`config.mk`:
```
export PLATFORM = sky130hd
export DESIGN_NAME = instruction_encoder_flat
export DESIGN_NICKNAME = d
export VERILOG_FILES = /design/src/rtl/instruction_encoder_pkg.sv /design/src/rtl/instruction_encoder_if.sv /design/src/rtl/instruction_encoder_fifo.sv /design/src/rtl/instruction_encoder.sv /design/src/flat_wrapper.sv
export SDC_FILE = /design/constraint.sdc
export NUM_CORES = 1
export LEC_CHECK = 0
export CORE_MARGIN = 2
export CORE_UTILIZATION = 49
export DETAILED_ROUTE_END_ITERATION = 12
export PLACE_DENSITY = 0.76
export SETUP_SLACK_MARGIN = 0.5
export SYNTH_ARGS = -nofsm -noshare
export SYNTH_HDL_FRONTEND = slang
export SYNTH_SLANG_ARGS = --single-unit
export TNS_END_PERCENT = 5
```
`constraint.sdc`:
```
create_clock -name clk -period 9.3 [get_ports clk]
set_input_delay 1.395 -clock clk [delete_from_list [all_inputs] [get_ports clk]]
set_output_delay 1.395 -clock clk [all_outputs]
set_load 0.05 [all_outputs]
```
`src/rtl/instruction_encoder_pkg.sv`:
```
// -----------------------------------------------------------------------------
// instruction_encoder_pkg
// Shared RV32I encoder types: abstract opcode selector, register index type,
// major-opcode constants, error codes and the encoder FSM state enum.
// -----------------------------------------------------------------------------
package instruction_encoder_pkg;

    localparam int XLEN = 32;
    localparam int ILEN = 32;

    // Decoded opcode class as presented by the field producer. Any encoding
    // other than the four supported classes is treated as unknown.
    typedef enum logic [2:0] {
        OPCODE_OP_IMM  = 3'd0,
        OPCODE_OP      = 3'd1,
        OPCODE_LOAD    = 3'd2,
        OPCODE_STORE   = 3'd3,
        OPCODE_UNKNOWN = 3'd7
    } opcode_t;

    typedef logic [4:0] rv_reg_t;

    // 7-bit major opcodes placed in instr[6:0]
    localparam logic [6:0] OPC_OP     = 7'b0110011;
    localparam logic [6:0] OPC_OP_IMM = 7'b0010011;
    localparam logic [6:0] OPC_LOAD   = 7'b0000011;
    localparam logic [6:0] OPC_STORE  = 7'b0100011;

    typedef enum logic [1:0] {
        ERR_NONE   = 2'd0,
        ERR_OPCODE = 2'd1,
        ERR_RANGE  = 2'd2
    } enc_err_t;

    typedef enum logic [1:0] {
        ST_IDLE  = 2'd0,
        ST_RUN   = 2'd1,
        ST_DRAIN = 2'd2,
        ST_DONE  = 2'd3
    } enc_state_t;

    // True when imm is representable as a 12-bit signed value: every bit
    // from the sign position of the 12-bit field upward must match.
    function automatic logic imm_fits_12(input logic [XLEN-1:0] imm);
        return (&imm[XLEN-1:11]) || (~|imm[XLEN-1:11]);
    endfunction

endpackage

```
`src/rtl/instruction_encoder_if.sv`:
```
// -----------------------------------------------------------------------------
// instruction_encoder_if
// Field-bundle input stream, encoded-word output stream and status signals
// of the instruction encoder.
//   slave  : encoder side (consumes bundles, produces words/status)
//   master : producer/consumer side (drives bundles and out_ready)
// -----------------------------------------------------------------------------
interface instruction_encoder_if #(
    parameter int ADDR_W = 32
);
    import instruction_encoder_pkg::*;

    logic              start;
    logic              in_valid;
    logic              in_ready;
    logic              in_last;
    opcode_t           in_opcode;
    rv_reg_t           in_rd;
    rv_reg_t           in_rs1;
    rv_reg_t           in_rs2;
    logic [2:0]        in_funct3;
    logic [6:0]        in_funct7;
    logic [XLEN-1:0]   in_imm;
    logic              out_valid;
    logic              out_ready;
    logic [ILEN-1:0]   out_instr;
    logic [ADDR_W-1:0] out_addr;
    logic              err_pulse;
    logic [1:0]        err_code;
    logic [7:0]        err_count;
    logic              done;

    modport slave (
        input  start, in_valid, in_last, in_opcode, in_rd, in_rs1, in_rs2,
               in_funct3, in_funct7, in_imm, out_ready,
        output in_ready, out_valid, out_instr, out_addr,
               err_pulse, err_code, err_count, done
    );

    modport master (
        output start, in_valid, in_last, in_opcode, in_rd, in_rs1, in_rs2,
               in_funct3, in_funct7, in_imm, out_ready,
        input  in_ready, out_valid, out_instr, out_addr,
               err_pulse, err_code, err_count, done
    );

endinterface

```
`src/rtl/instruction_encoder_fifo.sv`:
```
// -----------------------------------------------------------------------------
// enc_fifo
// Synchronous FIFO buffering encoded {addr, instr} entries.
// Ports:
//   clk, reset_n       clock / async active-low reset (empties the FIFO)
//   i_push, i_data     write request and entry
//   i_pop              read request (head advances on the clock edge)
//   o_data             head entry, valid while !o_empty
//   o_full, o_empty    occupancy flags
// A push while full is legal only together with a pop; the caller gates it.
// -----------------------------------------------------------------------------
module enc_fifo #(
    parameter int WIDTH = 64,
    parameter int DEPTH = 2
) (
    input  logic             clk,
    input  logic             reset_n,
    input  logic             i_push,
    input  logic [WIDTH-1:0] i_data,
    input  logic             i_pop,
    output logic [WIDTH-1:0] o_data,
    output logic             o_full,
    output logic             o_empty
);

    localparam int AW = (DEPTH > 1) ? $clog2(DEPTH) : 1;
    localparam int CW = AW + 1;

    logic [WIDTH-1:0] r_mem [DEPTH];
    logic [AW-1:0]    r_wr_ptr;
    logic [AW-1:0]    r_rd_ptr;
    logic [CW-1:0]    r_count;

    assign o_full  = (r_count == CW'(DEPTH));
    assign o_empty = (r_count == '0);
    assign o_data  = r_mem[r_rd_ptr];

    // Storage needs no reset: entries are only observed once counted in.
    always_ff @(posedge clk) begin
        if (i_push) begin
            r_mem[r_wr_ptr] <= i_data;
        end
    end

    // DEPTH is a power of two, so the pointers wrap naturally.
    always_ff @(posedge clk or negedge reset_n) begin
        if (!reset_n) begin
            r_wr_ptr <= '0;
            r_rd_ptr <= '0;
            r_count  <= '0;
        end else begin
            if (i_push) begin
                r_wr_ptr <= r_wr_ptr + AW'(1);
            end
            if (i_pop) begin
                r_rd_ptr <= r_rd_ptr + AW'(1);
            end
            case ({i_push, i_pop})
                2'b10:   r_count <= r_count + CW'(1);
                2'b01:   r_count <= r_count - CW'(1);
                default: r_count <= r_count;
            endcase
        end
    end

endmodule

```
`src/rtl/instruction_encoder.sv`:
```
// -----------------------------------------------------------------------------
// instruction_encoder
// Streaming RV32I encoder: turns decoded field bundles (OP, OP_IMM, LOAD,
// STORE) into 32-bit instruction words tagged with sequential byte addresses
// for instruction-memory loading. Unsupported opcodes and out-of-range
// immediates are consumed, counted and dropped.
// Ports:
//   clk       clock, all state on rising edge
//   reset_n   asynchronous active-low reset
//   bus       instruction_encoder_if.slave: start, field bundle stream
//             (in_*), encoded word stream (out_*), err_pulse/err_code/
//             err_count status and done pulse
//
//   state    | meaning
//   ---------+------------------------------------------------------------
//   ST_IDLE  | waiting for start; bundles not accepted
//   ST_RUN   | accepting bundles until one carrying in_last is consumed
//   ST_DRAIN | no more input; waiting for the output FIFO to empty
//   ST_DONE  | single cycle with done=1, then back to IDLE
// -----------------------------------------------------------------------------
module instruction_encoder
    import instruction_encoder_pkg::*;
#(
    parameter int                ADDR_W     = 32,
    parameter logic [ADDR_W-1:0] BASE_ADDR  = '0,
    parameter int                FIFO_DEPTH = 2
) (
    input  logic                  clk,
    input  logic                  reset_n,
    instruction_encoder_if.slave  bus
);

    enc_state_t        r_state;
    logic [ADDR_W-1:0] r_addr;
    logic              r_err_pulse;
    enc_err_t          r_err_code;
    logic [7:0]        r_err_count;
    logic              r_done;

    logic [ILEN-1:0]        w_word;
    enc_err_t               w_err;
    logic                   w_shift;
    logic                   w_accept;
    logic                   w_reject;
    logic                   w_push;
    logic                   w_pop;
    logic                   w_full;
    logic                   w_empty;
    logic [ADDR_W+ILEN-1:0] w_rd_data;

    // A full FIFO can still take a word in the cycle its head leaves.
    assign w_pop         = !w_empty && bus.out_ready;
    assign bus.in_ready  = (r_state == ST_RUN) && (!w_full || w_pop);
    assign w_accept      = bus.in_valid && bus.in_ready;
    assign w_reject      = w_accept && (w_err != ERR_NONE);
    assign w_push        = w_accept && (w_err == ERR_NONE);

    // Encode and range-check the presented bundle.
    always_comb begin
        w_word  = '0;
        w_err   = ERR_NONE;
        w_shift = (bus.in_funct3 == 3'b001) || (bus.in_funct3 == 3'b101);
        case (bus.in_opcode)
            OPCODE_OP: begin
                w_word = {bus.in_funct7, bus.in_rs2, bus.in_rs1, bus.in_funct3,
                          bus.in_rd, OPC_OP};
            end
            OPCODE_OP_IMM: begin
                if (w_shift) begin
                    // Shift amount lives in the rs2 slot; funct7 selects
                    // logical vs arithmetic right shift.
                    w_word = {bus.in_funct7, bus.in_imm[4:0], bus.in_rs1,
                              bus.in_funct3, bus.in_rd, OPC_OP_IMM};
                    if (|bus.in_imm[XLEN-1:5]) begin
                        w_err = ERR_RANGE;
                    end
                end else begin
                    w_word = {bus.in_imm[11:0], bus.in_rs1, bus.in_funct3,
                              bus.in_rd, OPC_OP_IMM};
                    if (!imm_fits_12(bus.in_imm)) begin
                        w_err = ERR_RANGE;
                    end
                end
            end
            OPCODE_LOAD: begin
                w_word = {bus.in_imm[11:0], bus.in_rs1, bus.in_funct3,
                          bus.in_rd, OPC_LOAD};
                if (!imm_fits_12(bus.in_imm)) begin
                    w_err = ERR_RANGE;
                end
            end
            OPCODE_STORE: begin
                w_word = {bus.in_imm[11:5], bus.in_rs2, bus.in_rs1,
                          bus.in_funct3, bus.in_imm[4:0], OPC_STORE};
                if (!imm_fits_12(bus.in_imm)) begin
                    w_err = ERR_RANGE;
                end
            end
            default: begin
                w_err = ERR_OPCODE;
            end
        endcase
    end

    enc_fifo #(
        .WIDTH (ADDR_W + ILEN),
        .DEPTH (FIFO_DEPTH)
    ) u_fifo (
        .clk     (clk),
        .reset_n (reset_n),
        .i_push  (w_push),
        .i_data  ({r_addr, w_word}),
        .i_pop   (w_pop),
        .o_data  (w_rd_data),
        .o_full  (w_full),
        .o_empty (w_empty)
    );

    always_ff @(posedge clk or negedge reset_n) begin
        if (!reset_n) begin
            r_state     <= ST_IDLE;
            r_addr      <= BASE_ADDR;
            r_err_pulse <= 1'b0;
            r_err_code  <= ERR_NONE;
            r_err_count <= '0;
            r_done      <= 1'b0;
        end else begin
            r_err_pulse <= w_reject;
            r_done      <= 1'b0;

            if (w_reject) begin
                r_err_code <= w_err;
                if (r_err_count != 8'hFF) begin
                    r_err_count <= r_err_count + 8'd1;
                end
            end

            // Addresses advance only for words actually written; wrap is silent.
            if (w_push) begin
                r_addr <= r_addr + ADDR_W'(4);
            end

            case (r_state)
                ST_IDLE: begin
                    if (bus.start) begin
                        r_state     <= ST_RUN;
                        r_addr      <= BASE_ADDR;
                        r_err_code  <= ERR_NONE;
                        r_err_count <= '0;
                    end
                end
                ST_RUN: begin
                    // A rejected bundle carrying in_last still ends the program.
                    if (w_accept && bus.in_last) begin
                        r_state <= ST_DRAIN;
                    end
                end
                ST_DRAIN: begin
                    if (w_empty) begin
                        r_state <= ST_DONE;
                        r_done  <= 1'b1;
                    end
                end
                ST_DONE: begin
                    r_state <= ST_IDLE;
                end
                default: begin
                    r_state <= ST_IDLE;
                end
            endcase
        end
    end

    assign bus.out_valid = !w_empty;
    assign bus.out_instr = w_rd_data[ILEN-1:0];
    assign bus.out_addr  = w_rd_data[ADDR_W+ILEN-1:ILEN];
    assign bus.err_pulse = r_err_pulse;
    assign bus.err_code  = r_err_code;
    assign bus.err_count = r_err_count;
    assign bus.done      = r_done;

endmodule

```
`src/flat_wrapper.sv`:
```
// flat-port wrapper written by rule: the top's interface ports become plain ports
module instruction_encoder_flat import instruction_encoder_pkg::*;
#(
    parameter int                ADDR_W     = 32,
    parameter logic [ADDR_W-1:0] BASE_ADDR  = '0,
    parameter int                FIFO_DEPTH = 2
)
  (clk, reset_n, bus_start, bus_in_valid, bus_in_last, bus_in_opcode, bus_in_rd, bus_in_rs1, bus_in_rs2, bus_in_funct3, bus_in_funct7, bus_in_imm, bus_out_ready, bus_in_ready, bus_out_valid, bus_out_instr, bus_out_addr, bus_err_pulse, bus_err_code, bus_err_count, bus_done);
  instruction_encoder_if #(.ADDR_W(ADDR_W)) bus_i ();
  input  logic clk;
  input  logic reset_n;
  input wire logic [$bits(bus_i.start)-1:0] bus_start;
  input wire logic [$bits(bus_i.in_valid)-1:0] bus_in_valid;
  input wire logic [$bits(bus_i.in_last)-1:0] bus_in_last;
  input wire logic [$bits(bus_i.in_opcode)-1:0] bus_in_opcode;
  input wire logic [$bits(bus_i.in_rd)-1:0] bus_in_rd;
  input wire logic [$bits(bus_i.in_rs1)-1:0] bus_in_rs1;
  input wire logic [$bits(bus_i.in_rs2)-1:0] bus_in_rs2;
  input wire logic [$bits(bus_i.in_funct3)-1:0] bus_in_funct3;
  input wire logic [$bits(bus_i.in_funct7)-1:0] bus_in_funct7;
  input wire logic [$bits(bus_i.in_imm)-1:0] bus_in_imm;
  input wire logic [$bits(bus_i.out_ready)-1:0] bus_out_ready;
  output wire logic [$bits(bus_i.in_ready)-1:0] bus_in_ready;
  output wire logic [$bits(bus_i.out_valid)-1:0] bus_out_valid;
  output wire logic [$bits(bus_i.out_instr)-1:0] bus_out_instr;
  output wire logic [$bits(bus_i.out_addr)-1:0] bus_out_addr;
  output wire logic [$bits(bus_i.err_pulse)-1:0] bus_err_pulse;
  output wire logic [$bits(bus_i.err_code)-1:0] bus_err_code;
  output wire logic [$bits(bus_i.err_count)-1:0] bus_err_count;
  output wire logic [$bits(bus_i.done)-1:0] bus_done;
  assign bus_i.start = bus_start;
  assign bus_i.in_valid = bus_in_valid;
  assign bus_i.in_last = bus_in_last;
  assign bus_i.in_opcode = bus_in_opcode;
  assign bus_i.in_rd = bus_in_rd;
  assign bus_i.in_rs1 = bus_in_rs1;
  assign bus_i.in_rs2 = bus_in_rs2;
  assign bus_i.in_funct3 = bus_in_funct3;
  assign bus_i.in_funct7 = bus_in_funct7;
  assign bus_i.in_imm = bus_in_imm;
  assign bus_i.out_ready = bus_out_ready;
  assign bus_in_ready = bus_i.in_ready;
  assign bus_out_valid = bus_i.out_valid;
  assign bus_out_instr = bus_i.out_instr;
  assign bus_out_addr = bus_i.out_addr;
  assign bus_err_pulse = bus_i.err_pulse;
  assign bus_err_code = bus_i.err_code;
  assign bus_err_count = bus_i.err_count;
  assign bus_done = bus_i.done;
  instruction_encoder #(.ADDR_W(ADDR_W), .BASE_ADDR(BASE_ADDR), .FIFO_DEPTH(FIFO_DEPTH)) u_core (.clk(clk), .reset_n(reset_n), .bus(bus_i));
endmodule
```
# [After elaboration in Yosys (flattened, before gate mapping)]
# Memory sizes are Yosys's and may differ from the RTL's.
# Cells that the tools add are included.
[word_totals] register_bits=50 ram_bits=128 inputBits=66 out_inout_bits=78 wordCells=79 mem_count=1
[op_classes] add_sub_neg=6 eq_ne=15 muxes=25 n_reduce_logical=23
[memory_table] memory="u_core.u_fifo.r_mem" depth=2 word_bits=64 read_ports=1 rd_clocked_by_memory_dff=0 wr=1 line="instruction_encoder_fifo.sv:29" source="logic [WIDTH-1:0] r_mem [DEPTH];"
[op_table] op="two-way mux 32 bit" n=4
[op_table] op="one-hot mux 32 bit (4 select lines)" n=1
[op_table] op="adder 32 x 3 -> 32 bit (second input constant)" n=1
[op_table] op="two-way mux 8 bit" n=4
[op_table] op="OR reduction 27 bit" n=1
[op_table] op="AND reduction 21 bit" n=1
[op_table] op="OR reduction 21 bit" n=1
[op_table] op="two-way mux 2 bit" n=9
[op_table] op="adder 8 x 1 -> 8 bit (second input constant)" n=1
[op_table] op="equality test 2 bit (second input constant)" n=4
[op_table] op="inequality test 8 bit (second input constant)" n=1
[op_table] op="one-hot mux 2 bit (4 select lines)" n=1
[op_table] op="equality test 3 x 1 -> 1 bit (second input constant)" n=2
[op_table] op="equality test 3 x 2 -> 1 bit (second input constant)" n=2
[op_table] op="logical AND 1 bit" n=6
[op_table] op="zero test 2 bit" n=3
[op_table] op="one-hot mux 2 bit (3 select lines)" n=1
[op_table] op="equality test 2 x 1 -> 1 bit (second input constant)" n=2
[op_table] op="two-way mux 1 bit" n=4
[op_table] op="inequality test 2 bit (second input constant)" n=2
[op_table] op="one-hot mux 2 bit (2 select lines)" n=1
[op_table] op="nonzero test 2 bit" n=2
[op_table] op="equality test 3 bit (second input constant)" n=1
[op_table] op="zero test 1 bit" n=3
[op_table] op="other kinds (8)" n=11

# [Depth between registers and ports, before layout]
[logic_depth] depth_word=11 depth_mapped=10 ltp_nobuf=10

# [Cells and area by module]
# A second synthesis with hierarchy kept.
[unflattened] cells_unflattened=554 area_unflattened_um2=7888.8
[modules_own_cells] module="enc_fifo" instances=1 cells_each=215 area_each_um2=5008.6 seq_area_each_um2=3943.8
[modules_own_cells] module="instruction_encoder" instances=1 cells_each=339 area_each_um2=2880.3 seq_area_each_um2=1101.1

# [Worst setup path before layout]
# No wires, ideal clock.
[synth_path] kind="input to register" startpoint="in bus_in_imm[14]" endpoint="mem u_core.u_fifo.r_mem[0][10] (enable)" setup_ps=474 arrival_time_ps=5189 required_time_ps=8826 path_slack_ps=3637 path_stages=6 path_buffers=0 path_cell_list="or4_4 -> nor3_4 -> a311oi_1 -> o21ai_0 -> nand2_1 -> nor2_1"
[synth_via] elab_chain_len=10 elab_cells_between_ends=13 classes_between="mux: 6; reduce/logical: 7"
[synth_lines] element="from (decl)" line="flat_wrapper.sv:21" source="input wire logic [$bits(bus_i.in_imm)-1:0] bus_in_imm;"
[synth_lines] element="OR reduction 21 bit" line="instruction_encoder_pkg.sv:45" source="return (&imm[XLEN-1:11]) || (~|imm[XLEN-1:11]);"
[synth_lines] element="zero test 1 bit" line="instruction_encoder_pkg.sv:45"
[synth_lines] element="logical OR 1 bit" line="instruction_encoder_pkg.sv:45"
[synth_lines] element="two-way mux 2 bit" line="instruction_encoder.sv:80, instruction_encoder.sv:88, instruction_encoder.sv:95"
[synth_lines] element="two-way mux 2 bit" line="instruction_encoder.sv:69" source="if (w_shift) begin"
[synth_lines] element="one-hot mux 2 bit (3 select lines) *" line="instruction_encoder.sv:63" source="case (bus.in_opcode)"
[synth_lines] element="zero test 2 bit *" line="instruction_encoder.sv:56" source="assign w_push = w_accept && (w_err == ERR_NONE);"
[synth_lines] element="logical AND 1 bit *" line="instruction_encoder.sv:56"
[synth_lines] element="two-way mux 1 bit *" line="instruction_encoder_fifo.sv:40" source="if (i_push) begin"
[synth_lines] element="two-way mux 1 bit (not written as such) *" line="instruction_encoder_fifo.sv:41" source="r_mem[r_wr_ptr] <= i_data;"
[synth_lines] element="to (decl)" line="instruction_encoder_fifo.sv:29"
# Mark *: on every way between the ends. The rest lies on a longest branch, timed or not.

# [Final worst setup path]
[layout_path] startpoint="in bus_in_imm[30]" endpoint="mem u_core.u_fifo.r_mem[0][60] (enable)"
# The elaborated chain is that of the path after synthesis.

==> results.ini <==
[timing]
whs_ps=511
slew_headroom_pct=20.0
setup_tns_ps=0
finalCriticalPeriod_ps=5050
slew_violations=0
min_period_over_period_pct=54.3
rsz0062_at_grt=no
hold_viol_final=0
final-setup-viol-count=0
skew_ps=11.7
fmax_mhz=198
worstMarginPinSlew_ps=1180

[synth]
synth_edf_count=116
yosysSeqAreaShare_pct=62.3
synthAdderAreaFrac_pct=1.16
synth_seq_cells=164
synth_area_um2=7520
synthMuxAreaShare_pct=11.6
synth_top_cell_by_area=edfxtp_1
synthCells=581
synth_xor_area_share_pct=0.582
synth-simple-area-share_pct=13.0
async_flop_share_pct=29.3
synth_area_leaders=edfxtp_1, dfrtp_1, mux2_2
synth_cell_types=54
synth_area_per_cell_um2=12.9
synth_compound_area_share_pct=7.93
synth.top_cell.area_share_pct=46.3
synth_ff_type=edfxtp_1
ys_warn_count=0
synth_top_family_by_area=simple AND/OR/NAND/NOR gates

[detailed_routing]
wl_per_cell_um=19.0
wl_mm=17.4
drtAntennaViolNets=0
initialDrtViolationCount=483
viasPerCell=5.82
num_vias=5313
dr.pass1.iters=5
drc=0

[placed_design]
port-buffer-count=138
placed_cells=881
dp_hpwl_mm=11.6
gp_congestion=0.851

[global_routing]
grt.total_usage_pct=21.9
grt_antenna_before_repair=0
grt_overflow=0
grt_pass1_wl_mm=27.6
grt_max_degree=55
grt_pass1_vias=5441

[cts]
cts_htree_levels=4
numCtsBuffers=17
cts_hold_buffers=0
cts_tree=yes
post_cts_resized=0
cts.clk_slew.worst_paths_ps=60
root_buffer=clkbuf_16
cts_setup_buffers=0
insertion_delay_ps=430
clockBufferDepth=2
cts_sinks=164

[power]
p_sw_share_pct=36.8
internal_power_w=0.00157
p_leak_nw=3.54
powerDensity_nw_per_um2=258
p_clk_share_pct=27.0
vdd_drop_max_uv=211
p_comb_share_pct=38.3
power_switching_w=0.000912
seq_power_share_pct=34.8

[floorplan]
fp.dieW_um=128
start_util_pct=49.9
ios=144
core-area_um2=15100
die_y_um=128
num_rows=45
dieArea_um2=16400

[layout]
area_delta_synth_final_pct=27.7
n_antenna_cell=0
fillers=1106
final_common_cell=clkdlybuf4s50_1
final_cell_mix=clkdlybuf4s50_1, edfxtp_1, mux2_2, dfrtp_1, nand2_1
post-route-util_pct=63.6
nets=785
drive_gt1_share_pct=14.6
stdcell_count=913

[critical_path]
worstPathArrival_ps=5120
critPathKind=input port to flop
reg2reg_setup_slack_ps=5650
end_kind=flop
crit_fanout=45
rr_worst_depth=8
cp.required_ps=9370
cp-start-kind=input port

[min_path]
hold_class=flop to flop
hold_depth=0

[flow_run]
cap_violations=0

[outcome]
status=finished clean

-- layout make-up --
type | count | area (µm²) | share of cell area, %
Clock buffer | 17 | 425 | 4.43
Multi-Input combinational cell | 363 | 2610 | 27.1
Clock inverter | 15 | 139 | 1.45
Sequential cell | 164 | 4690 | 48.8
Inverter | 20 | 75.1 | 0.782
Timing Repair Buffer | 146 | 1440 | 15.0
Tap cell | 188 | 235 | 2.45
-- power groups by stage --
stage / Combinational [W] / Sequential [W] / Clock (W)
floorplan: 0.000635 / 0.000897 / 0
global placement: 0.000941 / 0.000872 / 0
detailed placement: 0.000949 / 0.000875 / 0
CTS: 0.000955 / 0.000861 / 0.000675
global route: 0.000996 / 0.000866 / 0.000708
finish: 0.000948 / 0.000862 / 0.000668
-- critical path, stage by stage --
cell,delay [ps]
clkdlybuf4s50_1,520
nand3_1,90
nor4_1,560
a221oi_2,130
buf_4,230
nor3_1,770
nand2_1,370
nor2_4,410
buf_4,580
-- cells in the mapped netlist, types with 7 or more instances --
master	count
nor2_1	28
edfxtp_1	116
nor2b_1	7
clkbuf_1	18
nand4_1	7
o41ai_1	8
ha_1	7
or4_1	10
nand2_1	40
nand2b_1	11
nor3_1	10
o2111ai_1	7
o31ai_1	11
and3_1	15
mux2i_1	21
mux2_2	59
nand3_1	18
inv_1	20
a21oi_1	27
dfrtp_1	48
buf_1	8
nor4_1	13
-- state kept, by name, indices dropped and copies added, names as in the netlist --
register and count:
u_core.u_fifo.r_mem 116, u_core.r_addr 30, u_core.bus.err_count 8, u_core.bus.err_code 2, u_core.r_state 2, u_core.u_fifo.r_count 2
u_core.bus.done 1, u_core.bus.err_pulse 1, u_core.u_fifo.r_rd_ptr 1, u_core.u_fifo.r_wr_ptr 1
-- metal layers --
metal / vias to the layer above / part of all wire (%) / routed length, µm / global-route usage [%]
li1: 2462 / - / - / -
met1: 2607 / 43 / 7490 / 28.1
met2: 214 / 49 / 8530 / 36.2
met3: 30 / 5.9 / 1030 / 4.88
met4: 0 / 2.0 / 346 / 9.11
met5: - / 0 / 0 / 0
-- path summary, 6_finish.rpt --
| check | from | to |
|---|---|---|
| setup / recovery | bus_in_imm[30] | u_core.u_fifo.r_mem[0][60]$_DFFE_PP_ |
| min in group asynchronous | reset_n | u_core.r_state[1]$_DFFE_PN0P_ |
| max in group asynchronous | reset_n | u_core.u_fifo.r_rd_ptr$_DFFE_PN0P_ |
| hold reg to reg | u_core.r_addr[27]$_DFF_PN0_ | u_core.u_fifo.r_mem[1][59]$_DFFE_PP_ |
| hold / removal | u_core.r_addr[27]$_DFF_PN0_ | u_core.u_fifo.r_mem[1][59]$_DFFE_PP_ |
| setup reg to reg | u_core.r_state[1]$_DFFE_PN0P_ | u_core.u_fifo.r_mem[0][60]$_DFFE_PP_ |
-- logic make-up (layout without fill, tap and decap cells) --
group / after synthesis / after routing
AND/OR/NAND/NOR: 182 / 182
buffers and inverters: 58 / 198
adder cells (fa/ha/maj): 7 / 7
other: 1 / 5
AO/OA/AOI/OAI: 84 / 84
flip-flops: 164 / 164
XOR/XNOR: 5 / 5
multiplexers: 80 / 80
-- per-stage QoR --
| stage | cell area, µm² | power [W] | setup slack, ps |
|---|---|---|---|
| finish | 9600 | 0.00248 | 4250 |
| global route | 9600 | 0.00257 | 3920 |
| CTS | 9600 | 0.00249 | 4250 |
| detailed placement | 9040 | 0.00182 | 3800 |
| global placement | 9040 | 0.00181 | 3910 |
| floorplan | 7540 | 0.00153 | 3640 |
(Power assumes the default switching activity.)
